==> src/rtl/sched_controller.sv <==
// rtl/sched_controller.sv - Moore-FSM scheduler driving a paired ALU/MUL/LOGIC datapath
// Computes ((i1*i2)-i5)*((i3+i4)^i6) over four states; all outputs decode r_state only.
module sched_controller (
    input  logic       clk,
    input  logic       rst_n,
    input  logic       start,
    output logic [3:0] alu1_sel1,
    output logic [3:0] alu1_sel2,
    output logic       alu1_op,
    output logic [3:0] mul1_sel1,
    output logic [3:0] mul1_sel2,
    output logic       mul1_op,
    output logic [3:0] log1_sel1,
    output logic [3:0] log1_sel2,
    output logic [1:0] log1_op,
    output logic       reg_mul2_en,
    output logic       reg_alu4_en,
    output logic       reg_alu7_en,
    output logic       reg_log8_en,
    output logic       reg_mul10_en,
    output logic       result_en,
    output logic       done_next,
    output logic       busy
);

    localparam logic [3:0] SEL_I1     = 4'd0;
    localparam logic [3:0] SEL_I2     = 4'd1;
    localparam logic [3:0] SEL_I3     = 4'd2;
    localparam logic [3:0] SEL_I4     = 4'd3;
    localparam logic [3:0] SEL_I5     = 4'd4;
    localparam logic [3:0] SEL_I6     = 4'd5;
    localparam logic [3:0] SEL_MUL2   = 4'd6;
    localparam logic [3:0] SEL_ALU4   = 4'd7;
    localparam logic [3:0] SEL_ALU7   = 4'd8;
    localparam logic [3:0] SEL_LOG8   = 4'd9;

    localparam logic       ALU_ADD    = 1'b0;
    localparam logic       ALU_SUB    = 1'b1;
    localparam logic       MUL_MULT   = 1'b0;
    localparam logic [1:0] LOG_XOR    = 2'b10;

    typedef enum logic [2:0] {
        ST_IDLE = 3'd0,
        ST_S1   = 3'd1,
        ST_S2   = 3'd2,
        ST_S3   = 3'd3,
        ST_FIN  = 3'd4
    } state_t;

    state_t r_state;
    state_t w_next_state;

    always_ff @(posedge clk or negedge rst_n) begin
        if (!rst_n) begin
            r_state <= ST_IDLE;
        end else begin
            r_state <= w_next_state;
        end
    end

    // start only matters in IDLE; every other state advances unconditionally
    always_comb begin
        w_next_state = r_state;
        case (r_state)
            ST_IDLE: w_next_state = start ? ST_S1 : ST_IDLE;
            ST_S1:   w_next_state = ST_S2;
            ST_S2:   w_next_state = ST_S3;
            ST_S3:   w_next_state = ST_FIN;
            ST_FIN:  w_next_state = ST_IDLE;
            default: w_next_state = ST_IDLE;
        endcase
    end

    always_comb begin
        alu1_sel1    = 4'd0;
        alu1_sel2    = 4'd0;
        alu1_op      = ALU_ADD;
        mul1_sel1    = 4'd0;
        mul1_sel2    = 4'd0;
        mul1_op      = MUL_MULT;
        log1_sel1    = 4'd0;
        log1_sel2    = 4'd0;
        log1_op      = 2'b00;
        reg_mul2_en  = 1'b0;
        reg_alu4_en  = 1'b0;
        reg_alu7_en  = 1'b0;
        reg_log8_en  = 1'b0;
        reg_mul10_en = 1'b0;
        result_en    = 1'b0;
        done_next    = 1'b0;
        busy         = 1'b0;
        case (r_state)
            ST_S1: begin
                mul1_sel1   = SEL_I1;
                mul1_sel2   = SEL_I2;
                mul1_op     = MUL_MULT;
                reg_mul2_en = 1'b1;
                alu1_sel1   = SEL_I3;
                alu1_sel2   = SEL_I4;
                alu1_op     = ALU_ADD;
                reg_alu4_en = 1'b1;
                busy        = 1'b1;
            end
            ST_S2: begin
                alu1_sel1   = SEL_MUL2;
                alu1_sel2   = SEL_I5;
                alu1_op     = ALU_SUB;
                reg_alu7_en = 1'b1;
                log1_sel1   = SEL_ALU4;
                log1_sel2   = SEL_I6;
                log1_op     = LOG_XOR;
                reg_log8_en = 1'b1;
                busy        = 1'b1;
            end
            ST_S3: begin
                mul1_sel1    = SEL_ALU7;
                mul1_sel2    = SEL_LOG8;
                mul1_op      = MUL_MULT;
                reg_mul10_en = 1'b1;
                busy         = 1'b1;
            end
            ST_FIN: begin
                result_en = 1'b1;
                done_next = 1'b1;
                busy      = 1'b1;
            end
            default: begin
            end
        endcase
    end

endmodule

==> config.mk <==
export PLATFORM = sky130hd
export DESIGN_NAME = sched_controller
export DESIGN_NICKNAME = d
export VERILOG_FILES = /design/src/rtl/sched_controller.sv
export SDC_FILE = /design/constraint.sdc
export NUM_CORES = 1
export LEC_CHECK = 0
export ABC_AREA = 1
export CAP_MARGIN = 20
export CORE_AREA = 2 2 39 41
export CTS_BUF_LIST = sky130_fd_sc_hd__clkbuf_8
export DETAILED_ROUTE_END_ITERATION = 12
export DIE_AREA = 0 0 41 43
export DONT_BUFFER_PORTS = 1
export PLACE_DENSITY = 0.54
export REMOVE_ABC_BUFFERS = 1
export SYNTH_ARGS = -nofsm -noshare
export SYNTH_HDL_FRONTEND = slang
export SYNTH_SLANG_ARGS = --single-unit
==> constraint.sdc <==
create_clock -name clk -period 1.6 [get_ports clk]
set_input_delay 0.32 -clock clk [delete_from_list [all_inputs] [get_ports clk]]
set_output_delay 0.32 -clock clk [all_outputs]
set_load 0.005 [all_outputs]
# Word-level counts from Yosys, hierarchy flattened
# Cells that the tools add are included.
# totals
reg_bits	3
in_bits	3
out_inout_bits	36
word_cells	21
# op_classes
eq_ne	4
mux	14
n_reduce_logical	2
# op_table
cell	n
3-bit case mux with 2 select lines	2
3-bit case mux with 4 select lines	1
4-bit case mux with 2 select lines	1
3-bit by 2-bit equality test with 1-bit output, second input constant	2
1-bit two-way mux	6
3-bit two-way mux	2
4-bit two-way mux	1
4-bit OR reduction	1
3-bit by 1-bit equality test with 1-bit output, second input constant	1
3-bit equality test, second input constant	1
3-bit zero test	1
2-bit two-way mux	1

# Logic depth before layout (Yosys ltp)
# logic_depth
word_depth	3
mapped_depth	5
depth_no_buf	5

# Worst setup path after synthesis
# OpenSTA, ideal clock, no wires.
# synth_timing
path_type	register to output
start	register r_state[0]
end	output log1_op[1]
t_arrival_ns	0.951
required_time_ns	1.280
slack_ns	0.329
stages_incl_launch_ff	5
n_path_buf	1
cell_sequence	dfrtp_1 > nor2_2 > nand2_2 > inv_1 > buf_4
# synth_between
elab_chain_cells	2
# synth_rtl
item	line	source
start: declaration	50	state_t r_state;
start signal: assignment	57	r_state <= w_next_state;
3-bit by 2-bit equality test with 1-bit output	92	case (r_state)
2-bit two-way mux	92	
end: declaration	15	output logic [1:0] log1_op,
# No other way between the ends.

# Final worst setup path
# layout_timing
start	register r_state[0]
end	output alu1_op
# layout_between
elab_chain_cells	2
# layout_rtl
item	line	source
3-bit by 2-bit equality test with 1-bit output	92	
1-bit two-way mux	92	
end: declaration	9	output logic alu1_op,
# No other way between the ends.

==> results.env <==
COUNT_OF_CLOCK_TREE_SINKS=3
YOSYS_MOST_USED_DFF='sky130_fd_sc_hd__dfrtp_1'
SYNTH_AREA_PER_CELL_UM2=7.05
POWER_PER_CELL_AREA_mW_PER_MM2=2250
SYNTH_CELL_TYPES=10
IOPINCOUNT=39
ASYNC_RESET_FF_SHARE_PCT=100
DR.PASS1.ITERS=2
WORSTPATHARRIVAL_NS=1.11
LARGEST_REGISTER='r_state'
REPORT.FINAL.SETUP_VIOL=0
DIE_HT_UM=43
PORT_BUFFERS=0
PLACEMENTROWS=14
GR-USAGE-ALL-LAYERS_PCT=6.74
NUMBER_OF_ENABLE_FLIP_FLOP_CELLS_AFTER_SYNTHESIS=0
FINISH.NET_COUNT=48
ROUTE.DETAILED.DRC=0
REG.LARGEST.LIST='r_state (3)'
DIE-WIDTH_UM=41
CTSHTREEMAXLEVEL=1
POST_DRT_VIA_CELL_RATIO=3.13
PATH_MAX_FANOUT=9
YOSYS.CELL_COUNT.TOP_TYPE='sky130_fd_sc_hd__buf_4'
VIA_COUNT_OF_THE_FIRST_GLOBAL_ROUTING_PASS=164
CRIT_PATH_END_KIND='primary output'
MAX_CAP_VIOLATIONS=0
FIN_TOTAL_PWR_uW=680
CORE_REGION_AREA_MM2=0.00138
HOLD_CLASS='primary input to flop'
REPORT.FINAL.HOLD_VIOL_COUNT=0
NETLIST_AREA_UM2=388
VDD_DROP_MAX_mV=0.441
GRT_FIRST_PASS_WIRELENGTH_UM=648
TOP_CELL_TYPE_BY_TOTAL_AREA_AFTER_SYNTHESIS='sky130_fd_sc_hd__buf_4'
STATUS='finished clean'
CLOCK-SKEW-FINAL_NS=0.0000526
CTS_ROOT_BUFFER='sky130_fd_sc_hd__clkbuf_8'
HOLD_PATH.STARTPOINT='start'
FINAL_PERIOD_MINUS_WORST_SETUP_SLACK_NS=1.43
CLK_PIN_SLEW_WORST_PATHS_NS=0.03
START_UTIL_PCT=28.0
ROUTED_VIAS=188
CLOCK_LATENCY_LATE_SINK_NS=0.21
DIODES=0
SLEW_VIOLATIONS=0
GRT_MAX_DEGREE=10
POST_ROUTE_CELLS_DRIVE_ABOVE_1_SHARE_PCT=20.5
CTS_TREE='built'
FIN_AREA_UM2=302
CRITPATHKIND='flop to primary output'
CRITICAL_PATH.SLOWEST_CELL='sky130_fd_sc_hd__dfrtp_1'
FMAXACHIEVABLE_MHz=700
ROUTABILITYCONGESTION=0.633
FIRST_ITER_VIOLATIONS=1
TIMING.FINAL.CRIT_SHARE_PCT=89.3
NUMBER_OF_SYNTHESIS_WARNINGS=0
POST_SYNTH_MOST_FREQUENT_CELLS='sky130_fd_sc_hd__buf_4, sky130_fd_sc_hd__inv_1, sky130_fd_sc_hd__nand2_1'
DRT-WIRELENGTH-PER-CELL_UM=7.37
WORST_SETUP_PATH_STARTPOINT='r_state[0]$_DFF_PN0_'
CP_DATA_REQUIRED_TIME_NS=1.28
N_FILL_CELL=156
POSTSYNTHCELLCOUNT=55
CELLLEAKAGEPOWER_uW=0.000202
SYNTH_LARGEST_TYPE_AREA_FRACTION_PCT=54.2
CTS_BUFFER_DEPTH=2
AREA_GROW_SYN2LAYOUT_PCT=-22.3
SETUP-TNS-FINAL_NS=0
CRITPATHMAXSTAGEDELAY_NS=0.41
SEQ_AREA_FRAC_SYNTH_PCT=19.4
GLOBAL_ROUTE_TOTAL_OVERFLOW=0
MULTIINPUTGATEAREA_UM2=110
WL_UM=442
SYNTH.AREA.TOP_CELLS='sky130_fd_sc_hd__buf_4, sky130_fd_sc_hd__dfrtp_1, sky130_fd_sc_hd__inv_1'
ANTENNA_VIOLATING_NETS_POST_ROUTE=0
TIMING.RR.START='r_state[0]$_DFF_PN0_'
CTS_INSERTED_BUFFERS=3
SYNTH_SEQ_CELLS=3
GRT_SETUP_UNREPAIRED='false'
WORST_SETUP_PATH_START_KIND='flop'
PLACE.DETAILED.HPWL_UM=353
FP.DIEAREA_MM2=0.00176
AREA.SEQUENTIAL_UM2=75.1
LARGEST_REGISTER_FFS=3
GRT_ANTENNA_BEFORE_REPAIR=0
FINAL_UTIL_PCT=21.8
CELL_BY_CELL_LISTING_OF_THE_CRITICAL_PATH='nor2_2 > nand2_2 > clkinvlp_4'
AREA_POST_PLACEMENT_UM2=243
[metrics by stage]
step | setup slack (ns) | hold WS, ns | std cells
final | 0.172 | 0.225 | 60
after global routing | 0.0760 | 0.251 | 60
after CTS | 0.0653 | 0.221 | 60
after detailed placement | 0.295 | 0.0245 | 55
after global placement | 0.299 | 0.0245 | 55
after floorplan | 0.368 | 0.0244 | 39
[report_power, final]
part / total, µW / leakage [µW] / switching [µW] / internal, µW
clock network: 212 / 0.0000269 / 48.7 / 163
logic: 316 / 0.000137 / 239 / 77.2
registers: 152 / 0.0000379 / 39.8 / 112
total: 680 / 0.000202 / 327 / 353
[worst paths after layout]
path / depth (start not counted) / end / slack (ns)
worst max register to register: 3 / r_state[1]$_DFF_PN0_ / 0.77
worst min register to register: 3 / r_state[0]$_DFF_PN0_ / 0.58
worst min-delay path: 2 / r_state[0]$_DFF_PN0_ / 0.22
worst max-delay path: 3 / alu1_op / 0.17
max in group asynchronous: 1 / r_state[1]$_DFF_PN0_ / 1.09
min in group asynchronous: 1 / r_state[2]$_DFF_PN0_ / 0.36
[what timing repair did]
action,4_1_cts,5_1_grt
hold buffers,1,0
gates resized for setup,0,1
setup buffers,0,0
setup endpoints to repair,0,9
endpoints found under the hold margin,3,0
[cells by family after synthesis]
logic type | share of synthesized area [%]
buffers and inverters | 63.9
other | 0.967
DFF | 19.4
and+or+nand+nor | 15.8
[worst max-delay path, delay by kind of cell, from the launching register on]
kind / cells / cell delay [ns]
flops: 1 / 0.41
buf+inv: 1 / 0.21
simple gates: 2 / 0.28
[layout by cell type (no fill, tap or decap)]
master / n
sky130_fd_sc_hd__clkbuf_8: 3
sky130_fd_sc_hd__clkinvlp_4: 1
sky130_fd_sc_hd__conb_1: 13
sky130_fd_sc_hd__dfrtp_1: 3
sky130_fd_sc_hd__dlygate4sd3_1: 1
sky130_fd_sc_hd__inv_1: 9
sky130_fd_sc_hd__inv_2: 1
sky130_fd_sc_hd__nand2_1: 5
sky130_fd_sc_hd__nand2_2: 3
sky130_fd_sc_hd__nand3_1: 2
sky130_fd_sc_hd__nor2_1: 2
sky130_fd_sc_hd__nor2_2: 1
[layer usage]
| layer | vias to the layer above | GRT usage [%] | part of all wire, % | wire length, µm |
|---|---|---|---|---|
| met3 | 2 | 5.24 | 13 | 56 |
| met5 | - | 0 | 0 | 0 |
| li1 | 92 | - | - | - |
| met1 | 82 | 5.50 | 32 | 141 |
| met2 | 12 | 7.81 | 53 | 233 |
| met4 | 0 | 10.0 | 2.3 | 10 |
[final cells by class]
cell class / instances / area share [%]
tap: 16 / 6.64
clock buffer: 3 / 13.7
multi-input combinational: 26 / 36.5
inverter: 10 / 13.7
clock inverter: 1 / 1.24
sequential: 3 / 24.9
timing repair buffer: 1 / 3.32
No activity file was read; power rests on OpenSTA's default activity.
